$ cat config.mk
export PLATFORM = sky130hd
export DESIGN_NAME = fp_mult_pipe_flat
export DESIGN_NICKNAME = d
export VERILOG_FILES = /design/src/rtl/fp_mult_pipe_if.sv /design/src/rtl/fp_mult_pipe.sv /design/src/flat_wrapper.sv
export SDC_FILE = /design/constraint.sdc
export NUM_CORES = 2
export LEC_CHECK = 0
export ABC_AREA = 0
export CORE_UTILIZATION = 40
export DETAILED_ROUTE_END_ITERATION = 10
export PLACE_DENSITY_LB_ADDON = 0.2
export SYNTH_ARGS = -nofsm -noshare
export SYNTH_HDL_FRONTEND = slang
export SYNTH_SLANG_ARGS = --single-unit
$ cat constraint.sdc
create_clock -name clk -period 8.7 [get_ports clk]
set_input_delay 1.305 -clock clk [delete_from_list [all_inputs] [get_ports clk]]
set_output_delay 1.305 -clock clk [all_outputs]
set_load 0.03 [all_outputs]
$ cat src/rtl/fp_mult_pipe_if.sv
// Operand/result handshake bundle for the pipelined FP multiplier.
// master drives operands and result acceptance; slave is the multiplier.
interface fp_mult_pipe_if #(
    parameter int EXP_W = 8,
    parameter int MAN_W = 23
);
    localparam int W = 1 + EXP_W + MAN_W;

    logic         in_valid;
    logic         in_ready;
    logic [W-1:0] a;
    logic [W-1:0] b;
    logic         rm;
    logic         out_valid;
    logic         out_ready;
    logic [W-1:0] result;
    logic [4:0]   flags;

    modport master (
        output in_valid, a, b, rm, out_ready,
        input  in_ready, out_valid, result, flags
    );

    modport slave (
        input  in_valid, a, b, rm, out_ready,
        output in_ready, out_valid, result, flags
    );
endinterface

$ cat src/rtl/fp_mult_pipe.sv
// Parametrised IEEE-754 multiplier: unpack/classify, multiply, round/pack.
// Three register stages, whole-pipe stall on output backpressure.
module fp_mult_pipe #(
    parameter int EXP_W = 8,
    parameter int MAN_W = 23
) (
    input  logic          clk,
    input  logic          reset,
    fp_mult_pipe_if.slave io
);
    localparam int W  = 1 + EXP_W + MAN_W;
    localparam int P  = 2 * MAN_W + 2;
    localparam int EW = EXP_W + 2;

    localparam logic [EXP_W-1:0] E_ONES = '1;
    localparam logic [EXP_W-1:0] E_MAXF = E_ONES - EXP_W'(1);
    localparam logic [EW-1:0]    BIAS   = EW'((1 << (EXP_W - 1)) - 1);
    localparam logic [EW-1:0]    EMAX   = EW'((1 << EXP_W) - 1);
    localparam logic [EW-1:0]    E_ONE  = EW'(1);
    localparam logic [W-1:0]     QNAN   =
        {1'b0, E_ONES, 1'b1, {(MAN_W-1){1'b0}}};

    typedef struct packed {
        logic             v;
        logic             sgn;
        logic             rm;
        logic             spec;
        logic [W-1:0]     sres;
        logic [4:0]       sflg;
        logic [MAN_W:0]   ma;
        logic [MAN_W:0]   mb;
        logic [EXP_W-1:0] ea;
        logic [EXP_W-1:0] eb;
    } s1_t;

    typedef struct packed {
        logic         v;
        logic         sgn;
        logic         rm;
        logic         spec;
        logic [W-1:0] sres;
        logic [4:0]   sflg;
        logic [P-1:0] prod;
        logic [EW-1:0] esum;
    } s2_t;

    s1_t          s1_d, s1_q;
    s2_t          s2_d, s2_q;
    logic [W-1:0] res_d, res_q;
    logic [4:0]   flg_d, flg_q;
    logic         vld_q;
    logic         adv;

    assign adv          = !(vld_q && !io.out_ready);
    assign io.in_ready  = adv;
    assign io.out_valid = vld_q;
    assign io.result    = res_q;
    assign io.flags     = flg_q;

    logic [EXP_W-1:0] ea, eb;
    logic [MAN_W-1:0] fa, fb;
    logic a_nan, b_nan, a_snan, b_snan;
    logic a_inf, b_inf, a_zero, b_zero;

    assign ea     = io.a[W-2:MAN_W];
    assign eb     = io.b[W-2:MAN_W];
    assign fa     = io.a[MAN_W-1:0];
    assign fb     = io.b[MAN_W-1:0];
    assign a_nan  = (ea == E_ONES) && (fa != '0);
    assign b_nan  = (eb == E_ONES) && (fb != '0);
    assign a_snan = a_nan && !fa[MAN_W-1];
    assign b_snan = b_nan && !fb[MAN_W-1];
    assign a_inf  = (ea == E_ONES) && (fa == '0);
    assign b_inf  = (eb == E_ONES) && (fb == '0);
    // Zero exponent covers subnormals too: they are flushed to zero.
    assign a_zero = (ea == '0);
    assign b_zero = (eb == '0);

    always_comb begin
        s1_d      = '0;
        s1_d.v    = io.in_valid;
        s1_d.sgn  = io.a[W-1] ^ io.b[W-1];
        s1_d.rm   = io.rm;
        s1_d.ma   = {1'b1, fa};
        s1_d.mb   = {1'b1, fb};
        s1_d.ea   = ea;
        s1_d.eb   = eb;
        if (a_nan || b_nan) begin
            s1_d.spec = 1'b1;
            s1_d.sres = QNAN;
            s1_d.sflg = {a_snan || b_snan, 4'b0};
        end else if ((a_inf && b_zero) || (b_inf && a_zero)) begin
            s1_d.spec = 1'b1;
            s1_d.sres = QNAN;
            s1_d.sflg = 5'b10000;
        end else if (a_inf || b_inf) begin
            s1_d.spec = 1'b1;
            s1_d.sres = {s1_d.sgn, E_ONES, {MAN_W{1'b0}}};
        end else if (a_zero || b_zero) begin
            s1_d.spec = 1'b1;
            s1_d.sres = {s1_d.sgn, {(W-1){1'b0}}};
        end
    end

    always_comb begin
        s2_d      = '0;
        s2_d.v    = s1_q.v;
        s2_d.sgn  = s1_q.sgn;
        s2_d.rm   = s1_q.rm;
        s2_d.spec = s1_q.spec;
        s2_d.sres = s1_q.sres;
        s2_d.sflg = s1_q.sflg;
        s2_d.prod = P'(s1_q.ma) * P'(s1_q.mb);
        s2_d.esum = EW'(s1_q.ea) + EW'(s1_q.eb) - BIAS;
    end

    logic             msb, g, st, up;
    logic [MAN_W-1:0] frac;
    logic [MAN_W:0]   frac_r;
    logic [EW-1:0]    exp_n, exp_r;

    assign msb    = s2_q.prod[P-1];
    assign frac   = msb ? s2_q.prod[2*MAN_W:MAN_W+1]
                        : s2_q.prod[2*MAN_W-1:MAN_W];
    assign g      = msb ? s2_q.prod[MAN_W] : s2_q.prod[MAN_W-1];
    assign st     = msb ? |s2_q.prod[MAN_W-1:0]
                        : |s2_q.prod[MAN_W-2:0];
    assign up     = !s2_q.rm && g && (st || frac[0]);
    assign exp_n  = s2_q.esum + EW'(msb);
    assign frac_r = {1'b0, frac} + (MAN_W+1)'(up);
    assign exp_r  = exp_n + EW'(frac_r[MAN_W]);

    always_comb begin
        res_d = {s2_q.sgn, exp_r[EXP_W-1:0], frac_r[MAN_W-1:0]};
        flg_d = {4'b0, g || st};
        if (s2_q.spec) begin
            res_d = s2_q.sres;
            flg_d = s2_q.sflg;
        end else if ($signed(exp_n) < $signed(E_ONE)) begin
            res_d = {s2_q.sgn, {(W-1){1'b0}}};
            flg_d = 5'b00011;
        end else if ($signed(exp_r) >= $signed(EMAX)) begin
            flg_d = 5'b00101;
            res_d = s2_q.rm ? {s2_q.sgn, E_MAXF, {MAN_W{1'b1}}}
                            : {s2_q.sgn, E_ONES, {MAN_W{1'b0}}};
        end
    end

    always_ff @(posedge clk or posedge reset) begin
        if (reset) begin
            s1_q  <= '0;
            s2_q  <= '0;
            vld_q <= 1'b0;
            res_q <= '0;
            flg_q <= '0;
        end else if (adv) begin
            if (io.in_valid) s1_q <= s1_d;
            else             s1_q.v <= 1'b0;
            if (s1_q.v) s2_q <= s2_d;
            else        s2_q.v <= 1'b0;
            vld_q <= s2_q.v;
            if (s2_q.v) begin
                res_q <= res_d;
                flg_q <= flg_d;
            end
        end
    end
endmodule

$ cat src/flat_wrapper.sv
// flat-port wrapper written by rule: the top's interface ports become plain ports
module fp_mult_pipe_flat 
#(
    parameter int EXP_W = 8,
    parameter int MAN_W = 23
)
  (clk, reset, io_in_valid, io_a, io_b, io_rm, io_out_ready, io_in_ready, io_out_valid, io_result, io_flags);
  fp_mult_pipe_if #(.EXP_W(EXP_W), .MAN_W(MAN_W)) io_i ();
  input  logic clk;
  input  logic reset;
  input wire logic [$bits(io_i.in_valid)-1:0] io_in_valid;
  input wire logic [$bits(io_i.a)-1:0] io_a;
  input wire logic [$bits(io_i.b)-1:0] io_b;
  input wire logic [$bits(io_i.rm)-1:0] io_rm;
  input wire logic [$bits(io_i.out_ready)-1:0] io_out_ready;
  output wire logic [$bits(io_i.in_ready)-1:0] io_in_ready;
  output wire logic [$bits(io_i.out_valid)-1:0] io_out_valid;
  output wire logic [$bits(io_i.result)-1:0] io_result;
  output wire logic [$bits(io_i.flags)-1:0] io_flags;
  assign io_i.in_valid = io_in_valid;
  assign io_i.a = io_a;
  assign io_i.b = io_b;
  assign io_i.rm = io_rm;
  assign io_i.out_ready = io_out_ready;
  assign io_in_ready = io_i.in_ready;
  assign io_out_valid = io_i.out_valid;
  assign io_result = io_i.result;
  assign io_flags = io_i.flags;
  fp_mult_pipe #(.EXP_W(EXP_W), .MAN_W(MAN_W)) u_core (.clk(clk), .reset(reset), .io(io_i));
endmodule
==> results.json <==
{
  "outcome": "complete, no violations",
  "place_ws_ns": 0.935,
  "gp_congestion": 0.895,
  "yosys_register_bits": 174,
  "cts_buffer_depth": 2,
  "syn_area_mm2": 0.0274,
  "cts_root_buf": "clkbuf_16",
  "hpwl_mm": 60.8,
  "cts_tree": "yes",
  "use_met3_pct": 4.96,
  "fin_nets": 3686,
  "post_cts_buffers": 0,
  "setup_ws_ns": 0.883,
  "cts_max_level": 4,
  "portBuffers": 106,
  "syn_inst": 2933,
  "synth_warnings": 0,
  "initial_core_util_pct": 40.6,
  "grt_max_degree": 107,
  "worst_slew_pin_slew_ns": 1.24,
  "synth_edf_count": 0,
  "synth_cell_type_count": 88,
  "grt_pass1_wl_mm": 124,
  "grt_pass1_vias": 21400,
  "synth_nets": 3674,
  "path_class": "reg2reg",
  "skew_ns": 0.0173,
  "diodes": 0,
  "crit_fanout": 25,
  "ant_nets": 0,
  "synthFlopType": "dfrtp_1",
  "synth_top_area_share_pct": 35.3,
  "grt_antenna_before_repair": 3,
  "clkLatencyLatePin_ns": 0.45,
  "cts_hold_buf": 0,
  "drive_gt1_share_pct": 6.29,
  "fp.dieW_um": 264,
  "fmax_ghz": 0.128,
  "cts.sinks": 174,
  "whs_ns": 0.479,
  "syn_to_final_growth_pct": 8.92,
  "finalWirelength_mm": 77.9,
  "async_flop_share_pct": 100,
  "grtUsageTotal_pct": 23.2,
  "gr-usage-met1_pct": 33.0,
  "tns_ns": 0,
  "hold-path-endpoint": "u_core.io.flags[4]",
  "synth_common_cells": "inv_1, fa_1, nand2_1",
  "cp-end-kind": "flip-flop",
  "viasPerCell": 5.19,
  "dr.pass1.iters": 5,
  "required_ns": 9.00,
  "cp-start-kind": "flip-flop",
  "setup_viol": 0,
  "fin_crit_sh_pct": 89.9,
  "hold_path_depth": 2,
  "post_cts_resize_count": 0,
  "reg2reg_from": "u_core.s1_q[55]",
  "drt-initial-drc-count": 1359,
  "numCtsBuffers": 17,
  "top_usage_layer": "met2",
  "reg2reg_slack_ns": 0.88,
  "arrival_ns": 8.11,
  "avgRoutedWirePerCell_um": 20.3,
  "met2_usage_pct": 35.7,
  "period_needed_ns": 7.82,
  "coreArea_mm2": 0.0674,
  "fp.dieH_um": 264,
  "row_count": 95,
  "dieArea_mm2": 0.0695,
  "drv_slew": 0,
  "synth.most_common_cell": "inv_1",
  "yosysSeqAreaShare_pct": 15.9,
  "overflow": 0,
  "drv_cap": 0,
  "synth.avg_cell_area_um2": 9.34,
  "rsz0062_at_grt": "no",
  "r2r-end": "u_core.s2_q[46]",
  "hold_viol_final": 0,
  "hold_class": "reg2reg",
  "io_pins": 108,
  "synthTopCellsByArea": "fa_1, dfrtp_1, ha_1",
  "relSlewSlack_pct": 17.3,
  "drc": 0,
  "hp-start": "u_core.io.flags[4]",
  "rr_worst_depth": 25,
  "dr_total_vias": 19900,
  "yosys.area.top_type": "fa_1",
  "path_clk_slew_ns": 0.08
}
==> layout by cell type, fill, tap and decap left out, drive strengths merged, types with 17 or more instances in the layout <==
cell	instances
a21o	31
a21oi	61
a22oi	21
and2	298
buf	38
clkbuf	17
clkdlybuf4s50	106
dfrtp	174
fa	483
ha	189
inv	557
mux2	81
nand2	419
nand3	31
nand4	25
nor2	49
nor3	20
nor4	22
o21ai	98
xnor2	49
xor2	30
==> cell families after synthesis <==
| family | Yosys count | synth area share [%] |
|---|---|---|
| simple gates | 917 | 16.8 |
| mux | 90 | 3.66 |
| compound gates | 299 | 7.34 |
| flops | 174 | 15.9 |
| buf+inv | 701 | 9.78 |
| xor+xnor | 79 | 2.53 |
| fa+ha+maj | 672 | 44.0 |
| other cells | 1 | 0.0137 |
==> per-layer routing <==
layer / vias to the layer above / share of wire, % / routed length, um
met5: - / 0.027 / 21
met4: 4 / 2.3 / 1770
met3: 99 / 7.0 / 5460
met2: 622 / 44 / 34500
met1: 10100 / 46 / 36100
li1: 9067 / - / -
==> per-stage QoR <==
stage | util (%) | cells | area, um^2
final | 44.3 | 3831 | 29800
after detailed placement | 43.4 | 3799 | 29200
after CTS | 44.3 | 3831 | 29800
after global routing | 44.3 | 3831 | 29800
after global placement | 43.4 | 3799 | 29200
after floorplan | - | 2933 | 27400
==> worst max-delay path, cell delays in order, from the launching register on <==
cell,delay [ns]
dfrtp_1,1.10
and2_1,0.27
fa_1,0.45
fa_1,0.54
inv_1,0.05
fa_1,0.53
inv_1,0.06
fa_1,0.52
inv_1,0.07
fa_1,0.53
inv_1,0.05
fa_1,0.49
inv_1,0.06
fa_1,0.47
inv_1,0.04
ha_1,0.33
o21ai_0,0.23
o211ai_1,0.16
a221oi_2,0.37
nor3_2,0.13
o31ai_4,0.45
o21ai_2,0.14
a21o_1,0.20
a21oi_2,0.16
xor2_1,0.16
o21ai_1,0.07
==> state kept, by name, summed over array words and instances, names as in the netlist <==
signal and count:
u_core.s1_q 71, u_core.s2_q 65, u_core.io.result 32, u_core.io.flags 4, u_core.io.out_valid 1, u_core.msb 1
==> layout make-up <==
cell class / count / area [um^2]
Fill cell: 6439 / 37600
Sequential cell: 174 / 4360
Tap cell: 873 / 1090
Multi-Input combinational cell: 2058 / 20400
Clock inverter: 15 / 171
Clock buffer: 17 / 425
Inverter: 550 / 2070
Timing Repair Buffer: 144 / 1350
==> how the worst max path moves through the flow <==
stage | slack, ns | from | depth (start not counted) | endpoint
CTS | 0.93 | u_core.s1_q[55] | 24 | u_core.s2_q[46]
finish | 0.88 | u_core.s1_q[55] | 25 | u_core.s2_q[46]
floorplan | 1.95 | u_core.s1_q[19] | 26 | u_core.s2_q[52]
global placement | 1.01 | u_core.s1_q[55] | 24 | u_core.s2_q[52]
global route | 0.56 | u_core.s1_q[55] | 25 | u_core.s2_q[56]
detailed placement | 0.94 | u_core.s1_q[55] | 25 | u_core.s2_q[46]
Power is not shown: default switching activity piles up to over one toggle a cycle in this logic, so the estimate is an artifact.
